===== src/rtl/tia_hctr_pkg.sv =====
// Shared step indices, LFSR encodings and the polynomial step function for the
// TIA horizontal counter. Encodings are derived from the polynomial at elaboration.
package tia_hctr_pkg;

  localparam int STEPS_PER_LINE = 57;

  localparam int STEP_SHB      = 0;
  localparam int STEP_SHS      = 4;
  localparam int STEP_RHS      = 8;
  localparam int STEP_RCB      = 12;
  localparam int STEP_RHB      = 16;
  localparam int STEP_RHB_LATE = 18;
  localparam int STEP_CNT      = 36;
  localparam int STEP_WRAP     = 56;

  localparam logic [5:0] LFSR_ZERO = 6'b000000;
  localparam logic [5:0] LFSR_LOCK = 6'b111111;

  function automatic logic [5:0] lfsr_next(input logic [5:0] q);
    return {q[4:0], ~(q[5] ^ q[4])};
  endfunction

  // Walks the polynomial from step 0 so no encoding is ever typed by hand.
  function automatic logic [5:0] lfsr_at(input int step);
    logic [5:0] q;
    q = LFSR_ZERO;
    for (int i = 0; i < step; i++) q = lfsr_next(q);
    return q;
  endfunction

  localparam logic [5:0] HC_SHB      = lfsr_at(STEP_SHB);
  localparam logic [5:0] HC_SHS      = lfsr_at(STEP_SHS);
  localparam logic [5:0] HC_RHS      = lfsr_at(STEP_RHS);
  localparam logic [5:0] HC_RCB      = lfsr_at(STEP_RCB);
  localparam logic [5:0] HC_RHB      = lfsr_at(STEP_RHB);
  localparam logic [5:0] HC_RHB_LATE = lfsr_at(STEP_RHB_LATE);
  localparam logic [5:0] HC_CNT      = lfsr_at(STEP_CNT);
  localparam logic [5:0] HC_WRAP     = lfsr_at(STEP_WRAP);

endpackage


===== src/rtl/tia_hctr_lfsr6.sv =====
// 6-bit XNOR polynomial counter: shifts on adv, returns to step 0 after the
// last step of the line, escapes the all-ones lockup, and loads step 0 on load0.
module tia_lfsr6
  import tia_hctr_pkg::*;
(
  input  logic       clk,
  input  logic       reset_n,
  input  logic       adv,
  input  logic       load0,
  output logic [5:0] q
);

  always_ff @(posedge clk or negedge reset_n) begin
    if (!reset_n) begin
      q <= LFSR_ZERO;
    end else if (load0) begin
      q <= LFSR_ZERO;
    end else if (adv) begin
      if (q == HC_WRAP || q == LFSR_LOCK) q <= LFSR_ZERO;
      else                                q <= lfsr_next(q);
    end
  end

endmodule


===== src/rtl/tia_hctr.sv =====
// TIA horizontal timing: colour clock / 4 phase enables, polynomial line
// counter and single-cycle step decodes for the DL latches.
module tia_hctr
  import tia_hctr_pkg::*;
(
  input  logic       clk,
  input  logic       reset_n,
  input  logic       rsync,
  input  logic       hmove_late,
  output logic       phi1,
  output logic       phi2,
  output logic       shb,
  output logic       shs,
  output logic       rhs,
  output logic       rcb,
  output logic       rhb,
  output logic       cnt,
  output logic       wrap,
  output logic [5:0] hcount
);

  logic [1:0] ph;
  logic [5:0] hc_rhb;

  always_ff @(posedge clk or negedge reset_n) begin
    if (!reset_n)   ph <= 2'd0;
    else if (rsync) ph <= 2'd0;
    else            ph <= ph + 2'd1;
  end

  // Step advances on the last phase, so each step spans one full phi1..phi2 cycle.
  tia_lfsr6 u_lfsr (
    .clk     (clk),
    .reset_n (reset_n),
    .adv     (ph == 2'd3),
    .load0   (rsync),
    .q       (hcount)
  );

  assign phi1   = (ph == 2'd0);
  assign phi2   = (ph == 2'd2);
  assign hc_rhb = hmove_late ? HC_RHB_LATE : HC_RHB;

  assign shb  = phi2 && (hcount == HC_SHB);
  assign shs  = phi2 && (hcount == HC_SHS);
  assign rhs  = phi2 && (hcount == HC_RHS);
  assign rcb  = phi2 && (hcount == HC_RCB);
  assign rhb  = phi2 && (hcount == hc_rhb);
  assign cnt  = phi2 && (hcount == HC_CNT);
  assign wrap = phi2 && (hcount == HC_WRAP);

endmodule


===== config.mk =====
export PLATFORM = sky130hd
export DESIGN_NAME = tia_hctr
export DESIGN_NICKNAME = d
export VERILOG_FILES = /design/src/rtl/tia_hctr_pkg.sv /design/src/rtl/tia_hctr_lfsr6.sv /design/src/rtl/tia_hctr.sv
export SDC_FILE = /design/constraint.sdc
export NUM_CORES = 1
export LEC_CHECK = 0
export ABC_AREA = 1
export CORE_MARGIN = 8
export CORE_UTILIZATION = 36
export DETAILED_ROUTE_END_ITERATION = 12
export PLACE_DENSITY = 0.65
export SLEW_MARGIN = 20
export SYNTH_ARGS = -nofsm -noshare
export SYNTH_HDL_FRONTEND = slang
export SYNTH_HIERARCHICAL = 1
export SYNTH_SLANG_ARGS = --single-unit

===== constraint.sdc =====
create_clock -name clk -period 2.6 [get_ports clk]
set_clock_uncertainty 0.15 [all_clocks]
set_input_delay 0.52 -clock clk [delete_from_list [all_inputs] [get_ports clk]]
set_output_delay 0.52 -clock clk [all_outputs]
set_load 0.1 [all_outputs]

; Word-level counts from Yosys, hierarchy flattened
; Index checks and enable logic that the tools add are counted.
[word_totals]
reg_bits = 8
latchBits = 0
ramBits = 0
romBits = 0
input_bits = 4
output_inout_bits = 15
n_memories = 0
[classes]
n_addsub = 1
n_mul = 0
div_mod_pow = 0
magnitude_cmp = 0
n_eq_ne = 9
n_shift = 0
n_mux = 5
n_bitwise = 2
n_reduce_logical = 11
[op_table]
columns = cell, n
row1 = $mux 6, 4
row2 = $eq 6x4->1 const B, 3
row3 = $eq 6x6->1 const B, 3
row4 = $logic_and 1x1->1, 7
row5 = $eq 6x6->1, 1
row6 = $logic_not 6->1, 1
row7 = $eq 2x2->1 const B, 2
row8 = $add 2x1->2 const B, 1
row9 = $logic_not 2->1, 1
row10 = $mux 2, 1
row11 = $reduce_bool 2->1, 1
row12 = $logic_or 1x1->1, 1
row13 = $not 1->1, 1
row14 = $xor 1x1->1, 1

; Logic depth before layout (Yosys ltp)
[depth]
word_depth = 5
depth_mapped = 7
ltp_nobuf = 7

; Cells and area by module
; Netlist, hierarchy kept.
[by_module_without_submodules]
columns = module, n_inst, cells_each, area_each_um2, seq_area_each_um2
row1 = tia_lfsr6, 1, 48, 331.6, 150.1
row2 = tia_hctr, 1, 39, 246.5, 50.0

; Worst setup path before layout
; No wires, ideal clock.
[synth_path]
path_type = flip-flop to output port
from = reg ph[0]
to = out shs
t_arrival_ps = 3632
t_required_ps = 1930
path_slack_ps = -1702
path_stages_with_launch = 5
path_buffers = 0
cell_sequence = dfrtp_1 -> inv_1 -> ha_1 -> nand3_1 -> nor3_1
[synth_via]
elab_chain_len = 2
[synth_lines]
columns = item, line_no
row1 = from (decl), tia_hctr.sv:22  ; logic [1:0] ph;
row2 = from (signal assigned), tia_hctr.sv:28  ; else ph <= ph + 2'd1;
row3 = $eq 2x2->1, tia_hctr.sv:41  ; assign phi2 = (ph == 2'd2);
row4 = named net phi2, tia_hctr.sv:11  ; output logic phi2,
row5 = $logic_and 1x1->1, tia_hctr.sv:45  ; assign shs = phi2 && (hcount == HC_SHS);
row6 = to (decl), tia_hctr.sv:13  ; output logic shs,
; The timed path passes the listed nets, and every way through them passes these cells.

; Final worst setup path
[layout_path]
from = reg ph[0]
to = out rcb
[layout_via]
elab_chain_len = 2
[layout_lines]
columns = item, line_no
row1 = $eq 2x2->1, tia_hctr.sv:41
row2 = $logic_and 1x1->1, tia_hctr.sv:47  ; assign rcb = phi2 && (hcount == HC_RCB);
row3 = to (decl), tia_hctr.sv:15  ; output logic rcb,
; Every way passes these cells.

==> impl_metrics.yaml <==
floorplanning:
  die-area_um2: 3140
  core_um2: 1510
  die_w_um: 56.1
  start_util: 0.384
  die-height_um: 56.1
  io_pins: 19
  rows: 14
power:
  p_per_area_nw_per_um2: 342
  switching_share: 0.353
  switchingPower_w: 0.000112
  cellLeakagePower_nw: 0.439
  clockPowerShare: 0.295
  combPwrFrac: 0.282
  vdd_ir_drop_max_uv: 275
  intPower_w: 0.000205
  seq_power_share: 0.423
timing:
  slew_headroom: 0.741
  max_clock_freq_ghz: 0.444
  finalSetupTns_ns: 0
  min_period_ns: 2.25
  hold_violations: 0
  worstMarginPinSlew_ns: 0.387
  rsz0062_at_grt: "false"
  setup_viol: 0
  fin_crit_sh: 0.866
  slew_violations: 0
placement:
  gp_congestion: 0.712
  dpl.hpwl_um: 1220
  numPortBuffers: 18
synth:
  mappedNetlistNets: 96
  synthDistinctLibCells: 11
  ys_warn_count: 6
  ys_ff_latch: 8
  yosysSeqAreaShare: 0.346
  synthCells: 87
  syn_area_um2: 578
  syn_area_per_cell_um2: 6.64
global_route:
  grt_max_degree: 10
  grt_pass1_vias: 595
  grt_pass1_wl_um: 2700
  grt_remaining_overflow: 0
  grt_usage: 0.102
  antenna_found_initial: 0
layout:
  drive_gt1_frac: 0.324
  n_antenna_cell: 0
  fillers: 130
  nets: 119
  final_common_cell: "nand2_1"
  mostFrequentLayoutCells: "33 x nand2_1, 16 x inv_1, 10 x nor2_1"
  synthToLayoutAreaGrowth_pct: 60.0
  utilization: 0.614
clock_tree:
  clkSinkCount: 8
  ctsHoldBuffers: 0
  cts_root_buffer: "clkbuf_4"
  cts_tree: "built"
  cts_resized: 0
  htreeDepth: 1
  post_cts_buffers: 0
  cts_made_buffers: 3
  clk_path_buf_depth: 2
  clk_latency_ns: 0.25
  cts.clk_slew.worst_paths_ns: 0.05
critical_path:
  startpoint_type: "register"
  critPathKind: "reg -> out"
  reg2reg_depth: 4
  r2r-end: "u_lfsr/q[1]"
  worstPathMaxFanout: 6
  rrSetupSlack_ns: 1.26
  crit_chain: "inv_1 -> ha_4 -> nand4_1 -> nor3_4 -> buf_12"
  r2r_start: "ph[1]"
  startpoint: "ph[0]"
  cp.required_ns: 1.93
  crit_buf_inv: 2
  crit_family: "simple AND/OR/NAND/NOR gates"
  arrival_ns: 1.58
  crit_path_end_kind: "primary output"
  slowest_delay_ns: 0.39
  slowest_stage: "dfrtp_1"
routing:
  drc_errors: 0
  via_per_inst: 4.84
  vias: 600
  antenna_left: 0
  first_iter_violations: 17
  wl_per_cell_um: 12.1
  finalWirelength_um: 1500
  dr.pass1.iters: 4
min_path:
  min_path_cells: 1
  min_from: "ph[0]"
  holdPathEnd: "ph[0]"
  worst_hold_path_type: "reg -> reg"
run_status:
  status: "finished, final reports clean"
run:
  cap_violations: 0
-- flip-flops by register name (all words and copies together), names as in the netlist --
signal    cells
ph            2
u_lfsr/q      6
-- power by group through the flow --
stage	logic [W]	clock network [W]	registers, W
floorplan	0.0000597	0	0.000142
global placement	0.0000885	0	0.000136
detailed placement	0.0000896	0	0.000136
CTS	0.0000898	0.0000957	0.000134
global route	0.0000944	0.000104	0.000135
finish	0.0000891	0.0000934	0.000134
-- worst reg2reg max path: cells and delay by family, from the launching register on --
| family | cells | cell delay, ns |
|---|---|---|
| simple gates | 3 | 0.50 |
| fa+ha+maj | 1 | 0.21 |
| flops | 1 | 0.42 |
-- worst max-delay path by stage --
| stage | to | slack (ns) | cells after the start |
|---|---|---|---|
| 4_1_cts | rcb | 0.33 | 5 |
| 2_1_floorplan | shs | 0.04 | 2 |
| 6_report | rcb | 0.35 | 5 |
| 5_1_grt | rcb | 0.25 | 5 |
| 3_3_place_gp | rhb | 0.49 | 6 |
| 3_5_place_dp | rhb | 0.42 | 6 |
-- routing by layer --
metal | vias up | track usage | part of all wire
li1 | 305 | - | -
met3 | 2 | 0.0274 | 0.051
met5 | - | 0 | 0
met1 | 278 | 0.113 | 0.42
met4 | 0 | 0.0412 | 0.013
met2 | 15 | 0.176 | 0.52
-- cell type report --
cell class | instances | area, um2 | share of cell area
clock buffer | 3 | 22.5 | 0.0244
inverter | 16 | 60.1 | 0.0650
multi-input combinational | 63 | 384 | 0.415
sequential | 8 | 208 | 0.225
tap | 16 | 20.0 | 0.0217
timing repair buffer | 18 | 230 | 0.249
-- stage by stage --
stage | power, W | hold slack (ns) | setup WS [ns] | std cells | cell area [um2]
after floorplan | 0.000202 | 0.0744 | 0.0429 | 87 | 652
after global placement | 0.000224 | 0.300 | 0.492 | 121 | 902
after detailed placement | 0.000226 | 0.302 | 0.424 | 121 | 902
after CTS | 0.000320 | 0.309 | 0.325 | 124 | 925
after global routing | 0.000333 | 0.357 | 0.253 | 124 | 925
final | 0.000316 | 0.310 | 0.348 | 124 | 925
-- logic make-up after synthesis --
group,synth area share
simple gates,0.442
buf+inv,0.104
fa+ha+maj,0.108
flops,0.346
-- synthesized netlist by cell type (all sizes together) --
library cell  count  area share
inv              16        0.10
nand3             5       0.052
nand2            33        0.21
nor3              5       0.061
nand4             2       0.022
nor2             13       0.093
dfrtp             8        0.35
ha                5        0.11
Power figures use the tool's default switching activity.
==> patch, RTL diff (config.mk and constraints unchanged) <==
Register the outputs `phi1`, `shb`, `shs`, `rhs`, `rcb`, `rhb`, `cnt` and `wrap`; this adds one clock of latency there. The other outputs are not delayed to match. Comments in the files are not updated.
--- a/src/rtl/tia_hctr.sv
+++ b/src/rtl/tia_hctr.sv
@@ -39,3 +39,2 @@
 
-  assign phi1   = (ph == 2'd0);
   assign phi2   = (ph == 2'd2);
@@ -43,9 +42,12 @@
 
-  assign shb  = phi2 && (hcount == HC_SHB);
-  assign shs  = phi2 && (hcount == HC_SHS);
-  assign rhs  = phi2 && (hcount == HC_RHS);
-  assign rcb  = phi2 && (hcount == HC_RCB);
-  assign rhb  = phi2 && (hcount == hc_rhb);
-  assign cnt  = phi2 && (hcount == HC_CNT);
-  assign wrap = phi2 && (hcount == HC_WRAP);
+  always_ff @(posedge clk) begin
+    phi1 <= (ph == 2'd0);
+    shb  <= phi2 && (hcount == HC_SHB);
+    shs  <= phi2 && (hcount == HC_SHS);
+    rhs  <= phi2 && (hcount == HC_RHS);
+    rcb  <= phi2 && (hcount == HC_RCB);
+    rhb  <= phi2 && (hcount == hc_rhb);
+    cnt  <= phi2 && (hcount == HC_CNT);
+    wrap <= phi2 && (hcount == HC_WRAP);
+  end
 
Formal check against the unedited RTL: not equivalent (a bounded check fails within 4 cycles, from zero or initial values and one cycle with reset_n low).
==> patch against the original RTL <==
  * Area after synthesis is 28% higher
  * Largest cell class is now sequential cells
  * Sequential cell count is 8 higher
  * Wire length up 8.1%
  * Total power rose by 58%
  * Critical path depth fell by 2
  * Final cell count rose by 16%
  * Cell area up 2.8%
  * Largest power group unchanged
  * Worst setup slack better by 0.22 ns
==> patch: results (changes against the original RTL) <==
The routability congestion estimate from global placement was 0.782 (+9.7%); the count of different cell masters after synthesis was 12 (+1). The total length of routed met2 wires is 768 um (-1.7%). Layout filler cell count: 196 (+51%). The worst setup slack for register-to-register paths came out at 1.20 ns (-0.06 ns). The worst setup slack before clock tree synthesis is 0.871 ns (+0.447 ns). The post-layout net count was 127 (+6.7%); the clock-pin slew on the worst setup and hold paths was 0.08 ns (+0.03 ns). The global-route wire length before repair is 2660 um (-1.8%), and the post-detailed-route wirelength per cell is 11.3 um (-6.9%).

The most frequently used flop master after synthesis is sky130_fd_sc_hd__dfxtp_1. The commonest cells after synthesis are sky130_fd_sc_hd__nand2_1 (33), sky130_fd_sc_hd__inv_1 (16), sky130_fd_sc_hd__nor2_1 (11). The final-layout clock-cell area share was 0.0382 (+0.0138); the placed cell count was 140 (+16%). The fraction of area in multi-input gates is 0.334 (-0.0812). The run gives 104 (+8.3%) as the post-synthesis net count. The clock latency at the later pin of the worst-skew pair came out at 0.28 ns (+0.03 ns).

The run finished with clean final reports. The largest incremental delay on the critical path was 0.41 ns (+0.02 ns); the via count of the first global-routing pass was 617 (+3.7%). Routed metal-1 wire length: 666 um (+6.9%). The run gives 640 (+6.7%) as the total via count in the routed design. The count of cells along the worst register-to-register path works out to 6 (+2).

The fraction of power spent switching nets is 0.285 (-0.0675), and the proportion of layout cells with a drive suffix above 1 is 0.205 (-0.119). The tools report the sum of met3 wire segment lengths after detailed routing as 158 um (+110%). For the sequential fraction of the synthesis area, the log shows 0.488 (+0.142).

Sorting the synthesized cells by area gives the leading types as sky130_fd_sc_hd__dfrtp_1 (27%), sky130_fd_sc_hd__dfxtp_1 (22%), sky130_fd_sc_hd__nand2_1 (17%), sky130_fd_sc_hd__ha_1 (8.5%), sky130_fd_sc_hd__inv_1 (8.1%).
[patch: cell types whose count changed after synthesis]
cell	change
sky130_fd_sc_hd__dfxtp_1	+8
[patch: worst register-to-register path: stages (launching register included)]
cell,delay [ns]
sky130_fd_sc_hd__dfrtp_1,0.53
sky130_fd_sc_hd__ha_1,0.21
sky130_fd_sc_hd__nand2_1,0.05
sky130_fd_sc_hd__nand2_1,0.08
sky130_fd_sc_hd__nand3_2,0.14
sky130_fd_sc_hd__nand2_1,0.10
sky130_fd_sc_hd__nand2_1,0.04
[patch: how the worst max path moves through the flow]
stage / to / cells after the start / slack [ns]
floorplan: phi2 / 2 / 0.62
global placement: phi2 / 3 / 0.88
detailed placement: u_lfsr/q[1]$_DFFE_PN0P_ / 4 / 0.87
CTS: phi2 / 3 / 0.55
global route: phi2 / 3 / 0.50
finish: phi2 / 3 / 0.56
[patch: kinds of logic after synthesis]
family	synth area share
buf+inv	0.0814
flops	0.488
simple gates	0.346
fa+ha+maj	0.0847
